--- config.mk ---
export PLATFORM = sky130hd
export DESIGN_NAME = lenet_sched
export DESIGN_NICKNAME = d
export VERILOG_FILES = /design/src/rtl/lenet_sched.sv
export SDC_FILE = /design/constraint.sdc
export NUM_CORES = 1
export LEC_CHECK = 0
export CAP_MARGIN = 20
export CORE_ASPECT_RATIO = 0.7
export CORE_MARGIN = 4
export CORE_UTILIZATION = 50
export CTS_CLUSTER_DIAMETER = 200
export DETAILED_ROUTE_END_ITERATION = 7
export GPL_ROUTABILITY_DRIVEN = 0
export PLACE_DENSITY = 0.8
export SYNTH_ARGS = -nofsm -noshare
export SYNTH_HDL_FRONTEND = slang
export SYNTH_SLANG_ARGS = --single-unit
export TNS_END_PERCENT = 10
--- constraint.sdc ---
create_clock -name clk -period 1.85 [get_ports clk]
set_clock_uncertainty 0.1 [all_clocks]
set_input_delay 0.2775 -clock clk [delete_from_list [all_inputs] [get_ports clk]]
set_output_delay 0.2775 -clock clk [all_outputs]
set_load 0.02 [all_outputs]
--- src/rtl/lenet_sched.sv ---
// Layer scheduler: per image load -> conv -> fc1 -> fc2, with a phase watchdog and done-order checking.
// Outputs registered, 1 cycle after the triggering input; pulse handshakes only, no backpressure.
// LENET_SCHED_PERF_EN adds the perf_cycles / perf_last cycle counters.
module lenet_sched #(
  parameter int                   IMG_CNT_W   = 8,
  parameter int                   TIMEOUT_W   = 20,
  parameter logic [TIMEOUT_W-1:0] TIMEOUT_MAX = 20'hFFFFF
) (
  input  logic                 clk,
  input  logic                 srstn,
  input  logic                 start,
  input  logic [IMG_CNT_W-1:0] num_images,
  output logic                 load_req,
  input  logic                 load_ack,
  output logic                 conv_start,
  input  logic                 conv_done,
  input  logic                 fc1_done,
  input  logic                 fc2_done,
  output logic                 fc_done,
  output logic                 img_valid,
  output logic [IMG_CNT_W-1:0] img_idx,
  output logic                 busy,
  output logic                 batch_done,
  output logic                 err,
  output logic [1:0]           err_code
`ifdef LENET_SCHED_PERF_EN
  ,
  output logic [31:0]          perf_cycles,
  output logic [31:0]          perf_last
`endif
);

  typedef enum logic [2:0] {
    S_IDLE, S_LOAD, S_KICK, S_CONV, S_FC1, S_FC2, S_NEXT, S_ERR
  } state_t;

  localparam logic [IMG_CNT_W-1:0] IDX_ONE  = IMG_CNT_W'(1);
  localparam logic [TIMEOUT_W-1:0] WD_ONE   = TIMEOUT_W'(1);
  localparam logic [TIMEOUT_W-1:0] WD_LAST  = TIMEOUT_MAX - WD_ONE;
  localparam logic [1:0]           EC_NONE  = 2'b00;
  localparam logic [1:0]           EC_TMO   = 2'b01;
  localparam logic [1:0]           EC_ORDER = 2'b10;

  state_t               state, state_nxt;
  logic [TIMEOUT_W-1:0] wd_cnt;
  logic [IMG_CNT_W-1:0] last_idx;
  logic                 wd_hit, any_done;
  logic                 start_acc, order_err, timeout;
  logic                 img_fin, batch_fin;
  logic                 load_req_nxt, conv_start_nxt, busy_nxt, err_nxt;
  logic [1:0]           err_code_nxt;
  logic [IMG_CNT_W-1:0] img_idx_nxt;

  assign wd_hit   = (wd_cnt == WD_LAST);
  assign any_done = conv_done | fc1_done | fc2_done;

  always_ff @(posedge clk or posedge srstn) begin
    if (srstn) begin
      state      <= S_IDLE;
      wd_cnt     <= '0;
      last_idx   <= '0;
      load_req   <= 1'b0;
      conv_start <= 1'b0;
      fc_done    <= 1'b0;
      img_valid  <= 1'b0;
      img_idx    <= '0;
      busy       <= 1'b0;
      batch_done <= 1'b0;
      err        <= 1'b0;
      err_code   <= EC_NONE;
    end else begin
      state <= state_nxt;
      if (state_nxt != state)
        wd_cnt <= '0;
      else if (state inside {S_LOAD, S_CONV, S_FC1, S_FC2})
        wd_cnt <= wd_cnt + WD_ONE;
      // A zero-length batch runs a single image.
      if (start_acc)
        last_idx <= (num_images == '0) ? '0 : num_images - IDX_ONE;
      load_req   <= load_req_nxt;
      conv_start <= conv_start_nxt;
      fc_done    <= img_fin;
      img_valid  <= img_fin;
      img_idx    <= img_idx_nxt;
      busy       <= busy_nxt;
      batch_done <= batch_fin;
      err        <= err_nxt;
      err_code   <= err_code_nxt;
    end
  end

  // Unexpected dones take priority over the expected one; any done beats a same-cycle expiry.
  always_comb begin
    state_nxt = state;
    start_acc = 1'b0;
    order_err = 1'b0;
    timeout   = 1'b0;
    case (state)
      S_IDLE, S_ERR: begin
        if (start) begin
          start_acc = 1'b1;
          state_nxt = S_LOAD;
        end
      end
      S_LOAD: begin
        order_err = any_done;
        if (load_ack) state_nxt = S_KICK;
        else          timeout   = wd_hit;
      end
      S_KICK: begin
        order_err = any_done;
        state_nxt = S_CONV;
      end
      S_CONV: begin
        order_err = fc1_done | fc2_done;
        if (conv_done) state_nxt = S_FC1;
        else           timeout   = wd_hit;
      end
      S_FC1: begin
        order_err = conv_done | fc2_done;
        if (fc1_done) state_nxt = S_FC2;
        else          timeout   = wd_hit;
      end
      S_FC2: begin
        order_err = conv_done | fc1_done;
        if (fc2_done) state_nxt = S_NEXT;
        else          timeout   = wd_hit;
      end
      S_NEXT: begin
        order_err = any_done;
        state_nxt = (img_idx == last_idx) ? S_IDLE : S_LOAD;
      end
      default: state_nxt = S_IDLE;
    endcase
    if (order_err || timeout)
      state_nxt = S_ERR;
  end

  always_comb begin
    load_req_nxt   = (state_nxt == S_LOAD);
    conv_start_nxt = (state_nxt == S_KICK);
    busy_nxt       = (state_nxt != S_IDLE);
    img_fin        = (state == S_FC2) && (state_nxt == S_NEXT);
    batch_fin      = (state == S_NEXT) && (state_nxt == S_IDLE);
    img_idx_nxt    = img_idx;
    err_nxt        = err;
    err_code_nxt   = err_code;
    if (start_acc) begin
      img_idx_nxt  = '0;
      err_nxt      = 1'b0;
      err_code_nxt = EC_NONE;
    end else if ((state == S_NEXT) && (state_nxt == S_LOAD)) begin
      img_idx_nxt = img_idx + IDX_ONE;
    end
    if (order_err) begin
      err_nxt      = 1'b1;
      err_code_nxt = EC_ORDER;
    end else if (timeout) begin
      err_nxt      = 1'b1;
      err_code_nxt = EC_TMO;
    end
  end

`ifdef LENET_SCHED_PERF_EN
  logic [31:0] img_cyc;
  logic        running;

  assign running = (state != S_IDLE) && (state != S_ERR);

  // img_cyc restarts on every LOAD entry so perf_last covers one image, LOAD through FC2.
  always_ff @(posedge clk or posedge srstn) begin
    if (srstn) begin
      perf_cycles <= '0;
      perf_last   <= '0;
      img_cyc     <= '0;
    end else begin
      if (start_acc)
        perf_cycles <= '0;
      else if (running && (perf_cycles != '1))
        perf_cycles <= perf_cycles + 32'd1;
      if ((state_nxt == S_LOAD) && (state != S_LOAD))
        img_cyc <= '0;
      else if (running && (img_cyc != '1))
        img_cyc <= img_cyc + 32'd1;
      if (img_fin)
        perf_last <= (img_cyc == '1) ? img_cyc : img_cyc + 32'd1;
    end
  end
`endif

endmodule

**After elaboration in Yosys (flattened, before gate mapping)**

Cells that the tools add are included.

- Bits in registers: 47
- Output and inout bits: 17
- Logic and storage cells: 72

- Add/subtract/negate cells: 3
- Equality and inequality tests: 13
- Muxes and demuxes: 27
- Bitwise logic cells: 4
- Reductions and logical operators: 14

Operators by type and width:

| cell | number |
|---|---|
| 20-bit 2-to-1 mux | 2 |
| 8-bit 2-to-1 mux | 3 |
| 3-bit case mux with 7 select lines | 1 |
| 20-bit by 1-bit adder with 20-bit output, second input constant | 1 |
| 20-bit == test, second input constant | 1 |
| 3-bit 2-to-1 mux | 6 |
| 3-bit == test, second input constant | 5 |
| 1-bit 2-to-1 mux | 10 |
| 3-bit by 2-bit == test with 1-bit output, second input constant | 3 |
| 8-bit by 1-bit adder with 8-bit output, second input constant | 1 |
| 8-bit == test | 1 |
| 8-bit logical NOT | 1 |
| 1-bit case mux with 4 select lines | 2 |
| 8-bit by 1-bit subtractor with 8-bit output, second input constant | 1 |
| 3-bit by 1-bit == test with 1-bit output, second input constant | 2 |
| 3-bit logical NOT | 2 |
| 2-bit 2-to-1 mux | 3 |
| 3-bit nonzero test | 2 |
| 1-bit bitwise OR | 4 |
| 2-bit nonzero test | 2 |
| 4-bit nonzero test | 1 |
| 1-bit logical AND | 3 |
| 3-bit inequality test | 1 |
| 3-bit OR reduction | 1 |
| other kinds (2) | 2 |

**Longest topological paths before layout**

- Depth in word-level cells: 9
- Depth in mapped cells: 10
- Gate-level depth less buffers: 8

**Worst setup path before layout**

OpenSTA, ideal clock, no wires.

- Path kind: register to register
- From: reg state[1]
- To: reg wd_cnt[1]
- Library setup time: 0.136 ns
- Data arrival time: 1.778 ns
- Slack: -0.164 ns
- Cell stages (with the launch flop): 10
- Path buffers: 3
- Clock period less this slack: 2.014 ns
- Cells stage by stage: dfrtp_1 -> buf_2 -> and2_1 -> nor4_2 -> nand4_2 -> and2_1 -> buf_6 -> a2bb2oi_4 -> buf_4 -> a211oi_1

- Cells in the longest elaborated chain, start to end: 7
- Elaborated cells between the ends (all ways): 24
- Classes of those cells: 8 x eq/ne; 10 x mux; 6 x reduce/logical

RTL lines:

| what | RTL line | text |
|---|---|---|
| start, declared | 44 | `state_t state, state_nxt;` |
| start signal, assigned | 72 | `state <= state_nxt;` |
| 3-bit by 1-bit == test with 1-bit output (tied with other cells) | 75, 98 |  |
| 3-bit OR reduction (no source line) | -- |  |
| 1-bit case mux with 4 select lines | 98 | `case (state)` |
| 1-bit logical OR | 135 | `if (order_err \|\| timeout)` |
| 3-bit 2-to-1 mux | 135 |  |
| 3-bit inequality test | 73 | `if (state_nxt != state)` |
| 20-bit 2-to-1 mux or 2-bit nonzero test (tied branches) | -- |  |
| end signal, assigned | 76 | `wd_cnt <= wd_cnt + WD_ONE;` |
| end, declared | 45 | `logic [TIMEOUT_W-1:0] wd_cnt;` |

Parallel ways exist; a longest one is shown, timed or not.
A chain may end at the register's enable or synchronous reset.

**Worst setup path after layout**

- From: reg state[2]
- To: reg img_idx[7]

- Cells in the longest elaborated chain, start to end: 8
- Elaborated cells between the ends (all ways): 25
- Classes of those cells: 8 x eq/ne; 11 x mux; 6 x reduce/logical

RTL lines:

| what | RTL line | text |
|---|---|---|
| 3-bit by 1-bit == test with 1-bit output (tied with other cells) | 98 |  |
| 3-bit OR reduction (no source line) | -- |  |
| 1-bit case mux with 4 select lines | 98 |  |
| 1-bit logical OR | 135 |  |
| 3-bit 2-to-1 mux | 135 |  |
| 3-bit by 1-bit == test with 1-bit output | 152 | `end else if ((state == S_NEXT) && (state_nxt == S_LOAD)) begin` |
| 1-bit logical AND | 152 |  |
| 2-bit nonzero test (no source line) | -- |  |
| end signal, assigned | 84 | `img_idx <= img_idx_nxt;` |
| end, declared | 21 | `output logic [IMG_CNT_W-1:0] img_idx,` |

Parallel ways exist; a longest one is shown, timed or not.

==> impl_metrics.yaml <==
global_routing:
  grt_max_degree: 48
  antenna_found_initial: 0
  grt_pass1_vias: 2420
  grt_pass1_wl_um: 11200
  grt_usage: 0.214
  grt-ovfl-total: 0
placed_design:
  dp_hpwl_um: 4800
  numPortBuffers: 31
  place_ws_ns: -0.564
  post-place-cells: 441
drt:
  initialDrtViolationCount: 161
  vias: 2511
  vias_per_cell: 5.51
  dr.pass1.iters: 4
  final_antenna_net_count: 0
  wire_per_inst_um: 16.1
  drt-total-wl_um: 7360
  drc_errors: 0
cells_and_area:
  diodes: 0
  nets: 405
  fin_util: 0.783
  layout.cells.non_filler: 456
  final_layout_size_suffix_gt1_frac: 0.328
  syn2layout_area_growth_pct: 46.1
sta:
  fin_crit_sh: 1.11
  rsz0062_at_grt: "yes"
  timing.final.max_slew_violations: 0
  whs_ns: 0.210
  setup_ws_ns: -0.213
  max_slew_margin: 0.720
  finalHoldViolCount: 0
  worstMarginPinSlew_ns: 0.416
  max_clock_freq_ghz: 0.485
  setup_viol: 32
  fin_crit_ns: 2.06
power:
  clockPowerShare: 0.164
  p_leak_uw: 0.00188
  seqPwrFrac: 0.287
  p_int_uw: 2960
  swShare: 0.385
  power_uw: 4810
  vdd_ir_drop_max_mv: 0.554
  p_comb_frac: 0.549
  powerDensity_nw_per_um2: 1240
  p_switching_uw: 1850
synthesis:
  yosysSeqAreaShare: 0.442
  yosysWarnings: 0
  syn_area_um2: 2660
  synth_top_cell_area_share: 0.442
  synthTopCellsByArea: "dfrtp_1 (44%), xor2_1 (6.9%), nand2_1 (5.4%)"
  synth_seq_cells: 47
  ys_types: 53
  synthFlopType: "dfrtp_1"
  ys_top_cells_by_count: "dfrtp_1 (47), nand2_1 (38), nor2_1 (32), xor2_1 (21), o21ai_0 (16)"
  synth_edf_count: 0
  syn-mean-instance-area_um2: 9.50
  synthArstFlopShare: 1.00
  synth_cells: 280
  synth_area_leader_cell: "dfrtp_1"
  syn_nets: 299
  post-synth-top-count-cell: "dfrtp_1"
critical_path:
  slowest_stage: "dfrtp_2"
  cp_cell_sequence: "mux2i_2 > a221o_1 > nand4_2 > o211ai_4 > buf_4 > o21ai_0 > a21boi_1"
  startpoint_type: "flip-flop"
  max_stage_delay_ns: 0.44
  worstPathMaxFanout: 6
  cp_data_required_time_ns: 1.93
  crit_type: "flip-flop to flip-flop"
  crit_family: "compound AO/OA/AOI/OAI gates"
  critPathCaptureType: "flip-flop"
  arrival_ns: 2.14
  worst-path-buf-inv: 1
job:
  drv_cap: 0
die:
  row_count: 21
  dieArea_um2: 6570
  initial_core_util: 0.536
  die_w_um: 95.2
  num_io_pins: 32
  coreArea_um2: 4970
  die_y_um: 69.0
clocking:
  cts-htree-levels: 2
  path_clk_slew_ns: 0.08
  cts_buffers: 5
  hold_buffers: 0
  clk_path_buf_depth: 2
  tritoncts: "yes"
  root_buffer: "clkbuf_8"
  clock_latency_ns: 0.31
  cts_sinks: 47
hold_path:
  worst_hold_path_type: "primary input to asynchronous set/reset pin"
run_status:
  status: "finished with violations"
  violations: "setup timing"
[repair_timing]
item | 4_1_cts | 5_1_grt
resized for setup | 16 | 26
cloned | 0 | 0
setup endpoints to repair | 44 | 53
pin swaps | 2 | 3
setup buffers | 2 | 5
[through the flow]
stage / setup TNS, ns / cell area, µm²
2_1_floorplan: -0.900 / 2680
3_3_place_gp: -11.64 / 3560
3_5_place_dp: -14.40 / 3560
4_1_cts: -4.74 / 3750
5_1_grt: -8.47 / 3890
6_report: -5.14 / 3890
[tightest hold or removal path, cell delays in order]
cell and delay, ns:
clkdlybuf4s50_1 0.41, inv_2 0.07, buf_12 0.23
[power by group through the flow]
| stage | logic (µW) | registers, µW | clock network (µW) |
|---|---|---|---|
| 2_1_floorplan | 1210 | 1420 | 0 |
| 3_3_place_gp | 2080 | 1380 | 0 |
| 3_5_place_dp | 2130 | 1390 | 0 |
| 4_1_cts | 2270 | 1380 | 798 |
| 5_1_grt | 2810 | 1410 | 840 |
| 6_report | 2640 | 1380 | 791 |
[registers in the layout, summed over array words and instances (netlist names), 2 cells and up]
register  flops
last_idx      8
err_code      2
wd_cnt       20
state         3
img_idx       8
[metal layers]
metal / track usage / wire (µm)
met5: 0 / 0
met4: 0.0608 / 204
met3: 0.0511 / 365
met2: 0.348 / 3600
met1: 0.283 / 3190
[layout by cell type, fill, tap and decap left out, drive strengths merged, types with 3 or more instances in the layout]
cell type | Yosys | routed
buf | 10 | 80
clkbuf | 2 | 6
xor2 | 21 | 21
dlymetal6s2s | 0 | 6
nor4 | 8 | 8
o21ai | 17 | 17
inv | 12 | 12
mux2i | 5 | 5
or3 | 3 | 3
ha | 4 | 4
nor3 | 5 | 5
dfrtp | 47 | 47
nand3 | 7 | 7
nand2b | 3 | 3
a21boi | 4 | 4
a21oi | 3 | 3
nand2 | 38 | 38
nand4 | 7 | 7
clkdlybuf4s50 | 0 | 25
and3 | 5 | 5
xnor2 | 11 | 11
nor2 | 34 | 34
[area by class of cell]
type,instances,area (µm²)
clock buffers,6,82.6
clock inverters,2,35.0
fillers,265,1080
inverters,12,45.0
multi-input cells,209,1490
flip-flops and latches,47,1180
well taps,69,86.3
repair buffers,111,971
[final timing paths]
path | from | endpoint | slack, ns | cells after the start
max | state[2] | img_idx[7] | -0.21 | 7
min | srstn | last_idx[1] | 0.21 | 3
max reg2reg | state[2] | img_idx[7] | -0.21 | 7
min reg2reg | last_idx[6] | last_idx[6] | 0.41 | 2
max in group asynchronous | srstn | state[0] | 1.20 | 3
min in group clk | last_idx[6] | last_idx[6] | 0.41 | 2
[cell families (layout without fill, tap and decap cells)]
group                    after synthesis  count (layout)  share of synthesized area
buffers and inverters                 24             131                     0.0470
AND/OR/NAND/NOR                      123             123                      0.240
multiplexers                           5               5                     0.0188
AO/OA/AOI/OAI                         45              45                      0.128
adder cells (fa/ha/maj)                4               4                     0.0188
XOR/XNOR                              32              32                      0.105
flip-flops                            47              47                      0.442
Note: power is estimated with default switching activity, not from simulation.
